$ cat src/rtl/main_memory_block_reader.sv
// ============================================================================
//  Module      : main_memory_block_reader
//  Description : Serves block-read misses from the instruction cache
//                controller. Aligns the request to a block boundary, fetches
//                the block one word at a time over a single-outstanding word
//                interface, assembles it and returns it with a one-cycle
//                ready pulse. A per-word timeout turns a silent memory into a
//                one-cycle error pulse instead of a hung fetch path.
//  Ports       :
//    clk_i, rst_i                                   clock, async active-low reset
//    anabellek_denetleyici_okuma_istek_adres_i      block-read address
//    anabellek_denetleyici_okuma_istek_gecerli_i    block-read request strobe
//    anabellek_denetleyici_okuma_veri_blok_o        assembled block
//    anabellek_denetleyici_okuma_istek_hazir_o      block valid pulse
//    anabellek_denetleyici_okuma_hata_o             timeout error pulse
//    anabellek_istek_adres_o / _gecerli_o           word request to memory
//    anabellek_istek_hazir_i                        memory accepts request
//    anabellek_yanit_veri_i / _gecerli_i            word response from memory
//  Revision    : 1.0 - initial release
// ============================================================================
`default_nettype none

module main_memory_block_reader #(
    parameter int ADRES_BIT   = 32,
    parameter int VERI_BIT    = 32,
    parameter int BLOK_BIT    = 128,
    parameter int ZAMAN_ASIMI = 255
) (
    input  logic                 clk_i,
    input  logic                 rst_i,
    input  logic [ADRES_BIT-1:0] anabellek_denetleyici_okuma_istek_adres_i,
    input  logic                 anabellek_denetleyici_okuma_istek_gecerli_i,
    output logic [BLOK_BIT-1:0]  anabellek_denetleyici_okuma_veri_blok_o,
    output logic                 anabellek_denetleyici_okuma_istek_hazir_o,
    output logic                 anabellek_denetleyici_okuma_hata_o,
    output logic [ADRES_BIT-1:0] anabellek_istek_adres_o,
    output logic                 anabellek_istek_gecerli_o,
    input  logic                 anabellek_istek_hazir_i,
    input  logic [VERI_BIT-1:0]  anabellek_yanit_veri_i,
    input  logic                 anabellek_yanit_gecerli_i
);

    localparam int c_KELIME_SAYISI = BLOK_BIT / VERI_BIT;
    localparam int c_SAYAC_BIT     = $clog2(c_KELIME_SAYISI);
    localparam int c_KELIME_KAYMA  = $clog2(VERI_BIT / 8);

    // Clears the byte-within-block bits so every fetch starts at word 0.
    localparam logic [ADRES_BIT-1:0]   c_HIZA_MASKE  = ~ADRES_BIT'(BLOK_BIT / 8 - 1);
    localparam logic [7:0]             c_ZAMAN_SINIR = 8'(ZAMAN_ASIMI);
    localparam logic [c_SAYAC_BIT-1:0] c_SON_KELIME  = c_SAYAC_BIT'(c_KELIME_SAYISI - 1);

    localparam logic [2:0] c_BOSTA = 3'd0;
    localparam logic [2:0] c_ISTEK = 3'd1;
    localparam logic [2:0] c_BEKLE = 3'd2;
    localparam logic [2:0] c_TAMAM = 3'd3;
    localparam logic [2:0] c_HATA  = 3'd4;

    logic [2:0]             r_durum;
    logic [c_SAYAC_BIT-1:0] r_sayac;
    logic [7:0]             r_zaman;
    logic [ADRES_BIT-1:0]   r_taban;
    logic [BLOK_BIT-1:0]    r_blok;

    logic [ADRES_BIT-1:0]   w_kelime_adres;
    logic [7:0]             w_zaman_sonraki;

    // The base is block aligned, so base + word offset never carries out of
    // the block, and the top block wraps cleanly modulo 2^ADRES_BIT.
    assign w_kelime_adres  = r_taban + (ADRES_BIT'(r_sayac) << c_KELIME_KAYMA);
    assign w_zaman_sonraki = r_zaman + 8'd1;

    always_ff @(posedge clk_i or negedge rst_i) begin
        if (!rst_i) begin
            r_durum <= c_BOSTA;
            r_sayac <= '0;
            r_zaman <= '0;
            r_taban <= '0;
            r_blok  <= '0;
        end else begin
            case (r_durum)
                c_BOSTA: begin
                    if (anabellek_denetleyici_okuma_istek_gecerli_i) begin
                        r_taban <= anabellek_denetleyici_okuma_istek_adres_i & c_HIZA_MASKE;
                        r_sayac <= '0;
                        r_blok  <= '0;
                        r_durum <= c_ISTEK;
                    end
                end
                c_ISTEK: begin
                    // Valid is a pure state decode, so it cannot drop until
                    // the handshake moves us out of this state.
                    if (anabellek_istek_hazir_i) begin
                        r_zaman <= '0;
                        r_durum <= c_BEKLE;
                    end
                end
                c_BEKLE: begin
                    // A response always wins over a timeout in the same cycle.
                    if (anabellek_yanit_gecerli_i) begin
                        r_blok[int'(r_sayac) * VERI_BIT +: VERI_BIT] <= anabellek_yanit_veri_i;
                        if (r_sayac == c_SON_KELIME) begin
                            r_durum <= c_TAMAM;
                        end else begin
                            r_sayac <= r_sayac + c_SAYAC_BIT'(1);
                            r_durum <= c_ISTEK;
                        end
                    end else if (w_zaman_sonraki == c_ZAMAN_SINIR) begin
                        r_durum <= c_HATA;
                    end else begin
                        r_zaman <= w_zaman_sonraki;
                    end
                end
                c_TAMAM: r_durum <= c_BOSTA;
                c_HATA:  r_durum <= c_BOSTA;
                default: r_durum <= c_BOSTA;
            endcase
        end
    end

    assign anabellek_denetleyici_okuma_veri_blok_o   = r_blok;
    assign anabellek_denetleyici_okuma_istek_hazir_o = (r_durum == c_TAMAM);
    assign anabellek_denetleyici_okuma_hata_o        = (r_durum == c_HATA);
    assign anabellek_istek_gecerli_o                 = (r_durum == c_ISTEK);
    assign anabellek_istek_adres_o                   = w_kelime_adres;

endmodule

`default_nettype wire

$ cat config.mk
export PLATFORM = sky130hd
export DESIGN_NAME = main_memory_block_reader
export DESIGN_NICKNAME = d
export VERILOG_FILES = /design/src/rtl/main_memory_block_reader.sv
export SDC_FILE = /design/constraint.sdc
export NUM_CORES = 1
export LEC_CHECK = 0
export CAP_MARGIN = 20
export CELL_PAD_IN_SITES_DETAIL_PLACEMENT = 1
export CELL_PAD_IN_SITES_GLOBAL_PLACEMENT = 1
export CORE_UTILIZATION = 36
export DETAILED_ROUTE_END_ITERATION = 10
export PLACE_DENSITY = 0.84
export SLEW_MARGIN = 20
export SYNTH_ARGS = -nofsm -noshare
export SYNTH_HDL_FRONTEND = slang
export SYNTH_SLANG_ARGS = --single-unit
$ cat constraint.sdc
create_clock -name clk_i -period 2.1 [get_ports clk_i]
set_input_delay 0.42 -clock clk_i [delete_from_list [all_inputs] [get_ports clk_i]]
set_output_delay 0.42 -clock clk_i [all_outputs]
set_load 0.1 [all_outputs]
# Word level (Yosys, flattened, before mapping)
# Cells that the tools add are included.
# W data, S select, Z words.
[totals]
register_bits = 169
in_bits = 69
elab_cells = 50
[op_classes]
mux = 18
shift = 2
n_addsub = 4
reduce_logical = 8
eq_ne = 13
[ops]
columns = ["cell", "n"]
rows = [
  ["$mux W128", 2],
  ["$pmux W128 S2", 1],
  ["$bwmux W128", 1],
  ["$shift A32 B33 Y128 const A", 1],
  ["$shiftx A32 B33 Y128", 1],
  ["$neg A7 Y33", 1],
  ["$add A32 B4 Y32", 1],
  ["$mux W8", 3],
  ["$pmux W8 S2", 1],
  ["$mux W3", 4],
  ["$ne A2 B2 Y1 const B", 5],
  ["$pmux W3 S3", 1],
  ["$add A8 B1 Y8 const B", 1],
  ["$eq A8 B8 Y1 const B", 1],
  ["$mux W2", 4],
  ["$reduce_and A4 Y1", 2],
  ["$eq A3 B2 Y1 const B", 2],
  ["$reduce_and A3 Y1", 2],
  ["$pmux W2 S2", 1],
  ["$reduce_bool A2 Y1", 2],
  ["$eq A3 B1 Y1 const B", 1],
  ["$eq A3 B3 Y1 const B", 1],
  ["$logic_not A3 Y1", 1],
  ["$ne A3 B3 Y1 const B", 1],
  ["other kinds (4)", 4],
]

# Longest topological paths before layout
[depth]
ltp_word = 5
mapped_depth = 7
mapped_depth_nobuf = 6

# Least setup slack after synthesis
# No wires, ideal clock.
[synth_timing]
path_kind = "reg2reg"
start = "register r_durum[1]"
end = "register r_zaman[4]"
slack_ns = -2.007
t_arrival_ns = 4.024
setup_time_ns = 0.083
path_buffers = 1
stages_incl_launch_ff = 7
required_time_ns = 2.017
synth_period_minus_slack_ns = 4.107
path_cell_list = "dfrtp_1 > clkbuf_1 > nor3b_1 > nand2_1 > a211oi_1 > a21oi_1 > o21ai_0"
[synth_between]
elab_chain_cells = 3
elab_cells_between_ends = 8
classes_between = "eq/ne (5); mux (1); reduce/logical (2)"
[synth_rtl]
columns = ["item", "line_no", "text"]
rows = [
  ["start: declaration", "58", "logic [2:0] r_durum;"],
  ["start signal: assignment", "74", "r_durum <= c_BOSTA;"],
  ["start signal: assignment", "86", "r_durum <= c_ISTEK;"],
  ["start signal: assignment", "94", "r_durum <= c_BEKLE;"],
  ["$eq A3 B1 Y1 *", "-", ""],
  ["named net anabellek_istek_gecerli_o", "37", "output logic anabellek_istek_gecerli_o,"],
  ["$ne A2 B1 Y1 (no source line) or $reduce_bool A2 Y1 (tied branches)", "-", ""],
  ["$reduce_and A4 Y1 (no source line)", "-", ""],
  ["end signal: assignment", "110", "r_zaman <= w_zaman_sonraki;"],
  ["end: declaration", "60", "logic [7:0] r_zaman;"],
]
# The timed path passes the listed nets; every way through them passes the cells marked *.
# A chain may end at the register's enable or synchronous reset.

# Final worst setup path
[layout_timing]
start = "register r_durum[0]"
end = "register r_blok[126], in the netlist anabellek_denetleyici_okuma_veri_blok_o[126]"
[layout_between]
elab_chain_cells = 3
elab_cells_between_ends = 7
classes_between = "eq/ne (3); mux (1); reduce/logical (3)"
[layout_rtl]
columns = ["item", "line_no", "text"]
rows = [
  ["$eq A3 B2 Y1 or $logic_not A3 Y1 (tied branches)", "80", "case (r_durum)"],
  ["$ne A2 B2 Y1 (no source line) or $reduce_bool A2 Y1 (tied branches)", "-", ""],
  ["$reduce_and A3 Y1 (no source line)", "-", ""],
  ["end signal: indexed assignment", "100", "r_blok[int'(r_sayac) * VERI_BIT +: VERI_BIT] <= anabellek_yanit_veri_i;"],
  ["end: declaration", "62", "logic [BLOK_BIT-1:0] r_blok;"],
]
# Parallel ways exist; a longest one is shown, timed or not.

==> impl_metrics.tcl <==
set metrics [dict create \
    cts_tree "built" \
    yosys.area.top_type "dfrtp_1" \
    start_kind "flip-flop" \
    hp-start "anabellek_denetleyici_okuma_veri_blok_o[49]" \
    core-area_um2 18000 \
    p_leak_uw 0.00486 \
    holdWs_ns 0.495 \
    grt_overflow 0 \
    cp_slowest_cell "or3b_4" \
    ys_seq_elements 169 \
    stdcell_count 983 \
    cts_buffer_depth 2 \
    drv_slew 0 \
    clock_latency_ns 0.43 \
    grt_max_degree 59 \
    avgSynthCellArea_um2 14.0 \
    synth_edf_count 0 \
    routedWlPerCell_um 22.7 \
    reg2reg_from "r_durum[0]" \
    dp.cells 940 \
    powerDensity_nw_per_um2 1420 \
    cts.clk_slew.worst_paths_ns 0.07 \
    grt.total_usage_pct 23.7 \
    nets 817 \
    synth_top_flop_cell "dfrtp_1" \
    worst_slew_pin_slew_ns 0.581 \
    synth_cell_types 44 \
    reg2reg_to "anabellek_denetleyici_okuma_veri_blok_o[126]" \
    yosysWarnings 0 \
    path_max_fanout 15 \
    ioPinCount 232 \
    synthArstFlopShare_pct 100 \
    rsz0062_at_grt "yes" \
    worstSetupPathType "flip-flop to flip-flop" \
    n_fill_cell 1825 \
    placed_area_um2 9080 \
    cp-end-kind "flip-flop" \
    detail_route.vias_per_cell 5.49 \
    whs_path_depth 2 \
    die_w_um 138 \
    firstDrtPassIters 4 \
    finalSetupViolations 0 \
    dp_hpwl_um 14900 \
    drc 0 \
    synth_cells 474 \
    synth_top_area_share_pct 63.8 \
    max_stage_delay_ns 0.40 \
    period_needed_ns 2.06 \
    cts_buffers 17 \
    synth_area_leaders "dfrtp_1 64%, a22o_1 17%, mux2_2 4.9%" \
    cts.sinks 169 \
    num_vias 5392 \
    max_cap_violations 0 \
    fmax_mhz 485 \
    required_ns 2.46 \
    reg2reg_setup_slack_ns 0.04 \
    die_y_um 138 \
    port_buffers 225 \
    drt_iter0_drc 226 \
    grt_pass1_vias 5856 \
    cp.arrival_ns 2.43 \
    irDropWorstVdd_mv 1.68 \
    relSlewSlack_pct 61.3 \
    antenna_left 0 \
    gp_congestion 0.820 \
    hold_path.class "flip-flop to flip-flop" \
    hold_path_end "anabellek_denetleyici_okuma_veri_blok_o[49]" \
    tns_ns 0 \
    wirelength_um 22300 \
    htreeDepth 4 \
    grt_pass1_wl_um 33300 \
    die-area_um2 19000 \
    rows 49 \
    finalClockSkew_ns 0.0109 \
    crit_path_cell_trace "or3b_4 -> buf_4 -> or3_4 -> nor3_4 -> buf_12 -> clkbuf_16 -> a22o_1" \
    antenna_found_initial 0 \
    n_antenna_cell 0 \
    status "finished, final reports clean" \
    synth_seq_area_share_pct 63.8 \
    syn_to_final_growth_pct 49.1 \
    final_common_cell "buf_4" \
    initial_core_util_pct 36.8 \
    cts-root-buf "clkbuf_16" \
    finalHoldViolCount 0 \
    reg2reg_depth 7 \
    finalCritPeriodShare_pct 98.2 \
    fin_area_um2 9880 \
    final_layout_size_suffix_gt1_share_pct 40.2 \
    synth_area_um2 6630 \
    final_cell_mix "198 x buf_4, 167 x dfrtp_1, 125 x a22o_1" \
]
-- timing repair --
| item | 4_1_cts | 5_1_grt |
|---|---|---|
| hold buffers | 1 | 0 |
| hold endpoints to repair | 49 | 0 |
| setup endpoints to repair | 31 | 71 |
| buffers inserted | 2 | 4 |
| resized for setup | 2 | 6 |
| cloned | 1 | 3 |
| pin swaps | 1 | 3 |
-- metrics by stage --
stage / utilization (%) / total power, µW / setup WS, ns
after CTS: 54.0 / 14100 / 0.00503
after detailed placement: 50.4 / 10900 / -0.236
after global routing: 54.8 / 14500 / -0.0495
after global placement: 50.4 / 10700 / -0.194
final: 54.8 / 14000 / 0.0373
after floorplan: - / 8870 / -0.126
-- registers in the layout, summed over array words and instances (netlist names) --
name	cells
r_sayac	2
r_zaman	8
r_taban	28
anabellek_denetleyici_okuma_veri_blok_o	128
r_durum	3
-- Yosys cell counts, types with 2 or more instances --
cell and n:
buf_6 10, buf_2 7, nand2_1 21, a31oi_1 2
nand2b_1 2, o31ai_1 3, or3_1 3, mux2i_1 4
a31o_2 2, nor3b_1 2, and3_1 6, buf_4 2
nor2b_1 4, nor2_1 11, mux2_2 29, a21oi_1 6
nor3_4 2, dfrtp_1 169, ha_1 7, o21ai_0 10
a22o_1 125, inv_1 3, o21ai_1 4, clkbuf_1 15
nand3_1 6
-- metal layers --
metal  vias to the layer above  share of wire [%]  global-route usage, %
li1                       2332                  -                      -
met3                        32                7.7                   6.73
met5                         -                  0                      0
met4                         0                1.9                   7.57
met1                      2809                 39                   27.6
met2                       219                 52                   41.6
-- area by class of cell --
| cell class | instances | area (µm²) | share of cell area (%) |
|---|---|---|---|
| multi-input combinational | 270 | 2270 | 22.9 |
| tap | 229 | 287 | 2.90 |
| clock inverter | 15 | 179 | 1.81 |
| clock buffer | 17 | 425 | 4.30 |
| timing repair buffer | 280 | 2480 | 25.1 |
| sequential | 169 | 4240 | 42.9 |
| inverter | 3 | 13.8 | 0.139 |
-- cell families (layout without fill, tap and decap cells) --
group,after synthesis,after routing,share of synthesized area (%)
adders and majority gates,7,7,1.32
and+or+nand+nor,67,68,5.97
buffers and inverters,37,315,3.47
AOI/OAI and AO/OA,160,160,19.8
other,1,2,0.0566
muxes,33,33,5.53
DFF,169,169,63.8
-- power by group --
part	total (µW)	internal (µW)	switching [µW]
clock	3160	1620	1550
combinational	6740	1700	5040
sequential	4080	3760	322
-- worst max path at each step --
stage / start / endpoint / slack [ns] / cells past startpoint
2_1_floorplan: r_durum[1] / r_zaman[4] / -0.13 / 6
3_3_place_gp: anabellek_denetleyici_okuma_istek_gecerli_i / anabellek_denetleyici_okuma_veri_blok_o[78] / -0.19 / 6
3_5_place_dp: r_sayac[1] / anabellek_denetleyici_okuma_veri_blok_o[90] / -0.24 / 6
4_1_cts: r_sayac[1] / anabellek_denetleyici_okuma_veri_blok_o[78] / 0.005 / 6
5_1_grt: r_zaman[0] / r_zaman[1] / -0.05 / 8
6_report: r_durum[0] / anabellek_denetleyici_okuma_veri_blok_o[126] / 0.04 / 7
-- critical path: cells and delay by family, from the launching register on --
kind | cells | cell delay, ns
flip-flops | 1 | 0.39
AO/OA/AOI/OAI | 1 | 0.15
AND/OR/NAND/NOR | 3 | 0.95
buffers and inverters | 3 | 0.52
Note: power is estimated with default switching activity, not from simulation.
==> edit 1, RTL diff (config.mk and constraints unchanged) <==
Add an input register stage for `anabellek_denetleyici_okuma_istek_adres_i`, `anabellek_denetleyici_okuma_istek_gecerli_i`, `anabellek_istek_hazir_i`, `anabellek_yanit_veri_i` and `anabellek_yanit_gecerli_i`, without a reset; this delays them by one clock.
--- a/src/rtl/main_memory_block_reader.sv
+++ b/src/rtl/main_memory_block_reader.sv
@@ -55,6 +55,20 @@
     localparam logic [2:0] c_TAMAM = 3'd3;
     localparam logic [2:0] c_HATA  = 3'd4;
 
+    logic [ADRES_BIT-1:0] anabellek_denetleyici_okuma_istek_adres_q;
+    logic anabellek_denetleyici_okuma_istek_gecerli_q;
+    logic anabellek_istek_hazir_q;
+    logic [VERI_BIT-1:0] anabellek_yanit_veri_q;
+    logic anabellek_yanit_gecerli_q;
+
+    always_ff @(posedge clk_i) begin
+        anabellek_denetleyici_okuma_istek_adres_q   <= anabellek_denetleyici_okuma_istek_adres_i;
+        anabellek_denetleyici_okuma_istek_gecerli_q <= anabellek_denetleyici_okuma_istek_gecerli_i;
+        anabellek_istek_hazir_q                     <= anabellek_istek_hazir_i;
+        anabellek_yanit_veri_q                      <= anabellek_yanit_veri_i;
+        anabellek_yanit_gecerli_q                   <= anabellek_yanit_gecerli_i;
+    end
+
     logic [2:0]             r_durum;
     logic [c_SAYAC_BIT-1:0] r_sayac;
     logic [7:0]             r_zaman;
@@ -79,8 +93,8 @@
         end else begin
             case (r_durum)
                 c_BOSTA: begin
-                    if (anabellek_denetleyici_okuma_istek_gecerli_i) begin
-                        r_taban <= anabellek_denetleyici_okuma_istek_adres_i & c_HIZA_MASKE;
+                    if (anabellek_denetleyici_okuma_istek_gecerli_q) begin
+                        r_taban <= anabellek_denetleyici_okuma_istek_adres_q & c_HIZA_MASKE;
                         r_sayac <= '0;
                         r_blok  <= '0;
                         r_durum <= c_ISTEK;
@@ -89,15 +103,15 @@
                 c_ISTEK: begin
                     // Valid is a pure state decode, so it cannot drop until
                     // the handshake moves us out of this state.
-                    if (anabellek_istek_hazir_i) begin
+                    if (anabellek_istek_hazir_q) begin
                         r_zaman <= '0;
                         r_durum <= c_BEKLE;
                     end
                 end
                 c_BEKLE: begin
                     // A response always wins over a timeout in the same cycle.
-                    if (anabellek_yanit_gecerli_i) begin
-                        r_blok[int'(r_sayac) * VERI_BIT +: VERI_BIT] <= anabellek_yanit_veri_i;
+                    if (anabellek_yanit_gecerli_q) begin
+                        r_blok[int'(r_sayac) * VERI_BIT +: VERI_BIT] <= anabellek_yanit_veri_q;
                         if (r_sayac == c_SON_KELIME) begin
                             r_durum <= c_TAMAM;
                         end else begin
Formal check against the unedited RTL: not equivalent (a bounded check fails within 4 cycles, from zero or initial values and one cycle with rst_i low).
==> edit 1 against the original RTL <==
Critical path depth is 2 higher; final area is 15% higher; area after synthesis is 19% higher; sequential cell count is 63 higher; wire length is 4.3% higher; worst setup slack better by 0.033 ns; power is 16% higher; first-iteration DRC count is 12% lower; synthesized cell count is 27% higher; clock power is 35% higher; largest power group unchanged.
==> edit 1: results (changes against the original RTL) <==
[metrics] Detailed Route Iter0 Violations: 200 (was 226)
[metrics] flop-to-flop setup slack: 0.07 ns (was 0.04 ns)
[metrics] CTS Buf Count: 25 (was 17)
[metrics] Hold Path Class: in2reg (was reg2reg)
[metrics] Total GRT Usage: 0.210 (was 0.237)
[metrics] global-route wire length before repair: 36600 um (was 33300 um)
[metrics] maximum clock insertion buffer count: 3 (was 2)
[metrics] static leakage power: 0.00534 uW (was 0.00486 uW)
[metrics] detailed-route wire length per cell: 20.4 um (was 22.7 um)
[metrics] fraction of the yosys area taken by sequential cells: 0.695 (was 0.638)
[metrics] highest ir drop seen on vdd: 1.43 mV (was 1.68 mV)
[metrics] nets@finish: 926 (was 817)
[metrics] layout cell share with drive strength beyond 1: 0.328 (was 0.402)
[metrics] total of fill cells in the finished design: 2152 (was 1825)
[metrics] Worst EP arrival: 2.41 ns (was 2.43 ns)
[metrics] count of different cell masters after synthesis: 41 (was 44)
[metrics] outcome: finished, final reports clean (unchanged)
[metrics] insertion delay to the later sink of the worst-skew pair: 0.51 ns (was 0.43 ns)
[metrics] via count: 5848 (was 5392)
[metrics] Worst-path clk slew: 0.06 ns
[metrics] final cycle utilization of the critical path: 0.966 (was 0.982)
[metrics] maximum cell stage delay along the critical path: 0.48 ns (was 0.40 ns)
[metrics] top cells by area in the synthesized netlist: sky130_fd_sc_hd__dfrtp_1 53%, sky130_fd_sc_hd__dfxtp_1 16%, sky130_fd_sc_hd__a22o_1 11%, sky130_fd_sc_hd__mux2_2 4.1%, sky130_fd_sc_hd__nand2_1 3.7% (was sky130_fd_sc_hd__dfrtp_1 64%, sky130_fd_sc_hd__a22o_1 17%, sky130_fd_sc_hd__mux2_2 4.9%, sky130_fd_sc_hd__buf_6 1.7%, sky130_fd_sc_hd__ha_1 1.3%)
[metrics] final weighted congestion of routability-driven global placement: 0.759 (was 0.820)
[metrics] HPWL Detailed: 15100 um (was 14900 um)
[metrics] Worst path top cell family by delay: buffers and inverters (was simple AND/OR/NAND/NOR gates)
[metrics] number of global-route vias before repair: 6282 (was 5856)
[metrics] Worst Path Max Fanout: 7 (was 15)
[metrics] Clock Skew: 0.00674 ns (was 0.0109 ns)
[metrics] share of total power consumed by net switching: 0.440 (was 0.494)
[metrics] Max stage delay cell, worst path: sky130_fd_sc_hd__dfrtp_4 (was sky130_fd_sc_hd__or3b_4)
[metrics] largest net degree at the start of global routing: 65 (was 59)
[metrics] async set-or-reset flop fraction in the synthesized netlist: 0.728 (was 1.00)
[metrics] CTS H-Tree Depth: 1 (was 4)
[metrics] Commonest cells post-synth: 169 x sky130_fd_sc_hd__dfrtp_1, 96 x sky130_fd_sc_hd__a22o_1, 78 x sky130_fd_sc_hd__nand2_1, 63 x sky130_fd_sc_hd__dfxtp_1, 43 x sky130_fd_sc_hd__o21ai_0 (was 169 x sky130_fd_sc_hd__dfrtp_1, 125 x sky130_fd_sc_hd__a22o_1, 29 x sky130_fd_sc_hd__mux2_2, 21 x sky130_fd_sc_hd__nand2_1, 15 x sky130_fd_sc_hd__clkbuf_1)
==> edit 1: area by class of cell <==
class                   instances  area, um2  area share
well taps                     275        344      0.0304
flip-flops and latches        232       5500       0.485
repair buffers                258       2330       0.206
inverters                       7       28.8     0.00254
multi-input cells             326       2330       0.205
clock inverters                 2       13.8     0.00121
clock buffers                  43        793      0.0700
==> edit 1: per-stage QoR <==
step	worst slack (ns)	power, uW	instances	cell area [um2]	hold slack, ns
after CTS	0.00820	16300	1142	11300	0.328
after global placement	0.104	11800	1090	10400	0.346
final	0.0708	16200	1143	11300	0.349
after detailed placement	-0.0124	12000	1090	10400	0.349
after global routing	0.00952	16800	1143	11300	0.335
after floorplan	-0.0243	10100	602	7960	0.124
==> edit 1: power by group through the flow <==
stage	clock network, uW	logic [uW]	registers, uW
CTS	4380	6570	5400
global placement	0	6380	5450
global route	4550	6780	5480
detailed placement	0	6470	5490
floorplan	0	1410	8680
finish	4270	6520	5400
==> edit 1: routing by layer <==
layer / up-vias / track usage / routed length [um]
met5: - / 0 / 0
met2: 219 / 0.348 / 11200
li1: 2641 / - / -
met1: 2944 / 0.270 / 9790
met4: 0 / 0.0697 / 736
met3: 44 / 0.0479 / 1580
==> edit 1: worst paths after layout <==
path                                                                    start                                            end  cells past startpoint
worst min register to register  anabellek_denetleyici_okuma_istek_adres_q[24]                                    r_taban[24]                      1
worst max register to register                                     r_sayac[1]    anabellek_denetleyici_okuma_veri_blok_o[91]                      9
max in group asynchronous                                               rst_i    anabellek_denetleyici_okuma_veri_blok_o[22]                      3
worst min-delay path            anabellek_denetleyici_okuma_istek_adres_i[14]  anabellek_denetleyici_okuma_istek_adres_q[14]                      1
min in group asynchronous                                               rst_i   anabellek_denetleyici_okuma_veri_blok_o[112]                      2
worst max-delay path                                               r_sayac[1]    anabellek_denetleyici_okuma_veri_blok_o[91]                      9
==> edit 1: logic make-up after synthesis <==
kind of cell | share of synthesized area
multiplexers | 0.0413
flip-flops | 0.695
AND/OR/NAND/NOR | 0.0730
AO/OA/AOI/OAI | 0.151
XOR/XNOR | 0.00332
adder cells (fa/ha/maj) | 0.0111
other | 0.000474
buffers and inverters | 0.0253
==> edit 1: repair_timing <==
item,CTS,global route
buffers inserted,4,1
gates resized for setup,4,5
hold buffers,1,0
gates cloned,2,0
pin swaps,3,2
setup endpoints to repair,1,58
endpoints found under the hold margin,30,0
==> edit 2, RTL diff (same flow settings) <==
Without the edit above. Change the parameter `BLOK_BIT` from 128 to 64.
--- a/src/rtl/main_memory_block_reader.sv
+++ b/src/rtl/main_memory_block_reader.sv
@@ -23,7 +23,7 @@
 module main_memory_block_reader #(
     parameter int ADRES_BIT   = 32,
     parameter int VERI_BIT    = 32,
-    parameter int BLOK_BIT    = 128,
+    parameter int BLOK_BIT    = 64,
     parameter int ZAMAN_ASIMI = 255
 ) (
     input  logic                 clk_i,
Interface: changed (resized anabellek_denetleyici_okuma_veri_blok_o); port bits go from 232 to 168. The function was not compared with the original's and may differ.
==> edit 2 against the original RTL <==
Area after synthesis is 38% lower; final area is 38% lower; via count is 42% lower; register-to-register slack better by 0.24 ns; die area is 37% lower; sequential cell count is 64 lower; worst setup slack better by 0.16 ns; wire length is 50% lower; critical path type is now reg2out; largest cell class unchanged.
Power is left out: the tool's default activity adds up to more than one toggle a clock period on the data nets, which glitch-free logic cannot reach.
==> edit 2: results (changes against the original RTL) <==
[metrics] outcome: finished, final reports clean (unchanged)
[metrics] Mean Syn Cell Area: 14.6 um2 (was 14.0 um2)
[metrics] final weighted congestion of routability-driven global placement: 0.757 (was 0.820)
[metrics] Total GRT Usage: 0.194 (was 0.237)
[metrics] Detailed Route Iter0 Violations: 63 (was 226)
[metrics] DRT met1 WL: 4680 um (was 8640 um)
[metrics] met2 layer usage reported by global route: 0.313 (was 0.416)
[metrics] total of fill cells in the finished design: 1141 (was 1825)
[metrics] Synth Area in Compound Gates: 0.173 (was 0.198)
[metrics] HPWL Detailed: 8050 um (was 14900 um)
[metrics] Worst EP arrival: 1.48 ns (was 2.43 ns)
[metrics] number of post-CTS setup repair buffers: 0 (was 2)
[metrics] arithmetic-cell share of the synthesized area counting full adders, half adders and majority gates: 0.00605 (was 0.0132)
[metrics] layout cell share with drive strength beyond 1: 0.372 (was 0.402)
[metrics] Resized Gates After CTS: 0 (was 2)
[metrics] top cells by area in the synthesized netlist: sky130_fd_sc_hd__dfrtp_1 64%, sky130_fd_sc_hd__a22o_1 14%, sky130_fd_sc_hd__mux2_2 7.9%, sky130_fd_sc_hd__buf_6 1.4%, sky130_fd_sc_hd__buf_4 1.3% (was sky130_fd_sc_hd__dfrtp_1 64%, sky130_fd_sc_hd__a22o_1 17%, sky130_fd_sc_hd__mux2_2 4.9%, sky130_fd_sc_hd__buf_6 1.7%, sky130_fd_sc_hd__ha_1 1.3%)
[metrics] flip-flop count of the largest register after layout: 64 (was 128)
[metrics] mux share of post-synthesis cell area: 0.0887 (was 0.0553)
[metrics] Placement Cell Area: 5820 um2 (was 9080 um2)
[metrics] count of buffers from port buffering: 162 (was 225)
[metrics] met3 WL: 775 um (was 1720 um)
[metrics] terminus of the critical flop-to-flop path: r_zaman[1] (was anabellek_denetleyici_okuma_veri_blok_o[126])
[metrics] Worst Path Max Fanout: 5 (was 15)
[metrics] count of different cell masters after synthesis: 39 (was 44)
[metrics] nets@finish: 526 (was 817)
[metrics] Clock Skew: 0.00654 ns (was 0.0109 ns)
[metrics] reg2reg path depth: 5 (was 7)
[metrics] CTS Buf Count: 9 (was 17)
## edit 2: cell count changes after synthesis, sizes merged, moves of 8 or more
cell / delta
dfrtp: -64
a22o: -60
nand2: -15
clkbuf: -14
o21ai: -9
nor2: -8
## edit 2: how the worst max path moves through the flow
stage                                                start  cells past startpoint                                           to
2_1_floorplan                                   r_durum[0]                      4                                   r_zaman[6]
4_1_cts                                         r_durum[0]                      4                    anabellek_istek_gecerli_o
3_5_place_dp   anabellek_denetleyici_okuma_istek_gecerli_i                      6  anabellek_denetleyici_okuma_veri_blok_o[45]
5_1_grt                                         r_durum[0]                      4                    anabellek_istek_gecerli_o
3_3_place_gp   anabellek_denetleyici_okuma_istek_gecerli_i                      6  anabellek_denetleyici_okuma_veri_blok_o[18]
6_report                                        r_durum[0]                      4                    anabellek_istek_gecerli_o
## edit 2: cell type report
type,count,area share
flip-flops and latches,105,0.430
repair buffers,181,0.267
inverters,4,0.00246
clock inverters,6,0.00839
well taps,140,0.0287
multi-input cells,154,0.225
clock buffers,10,0.0391
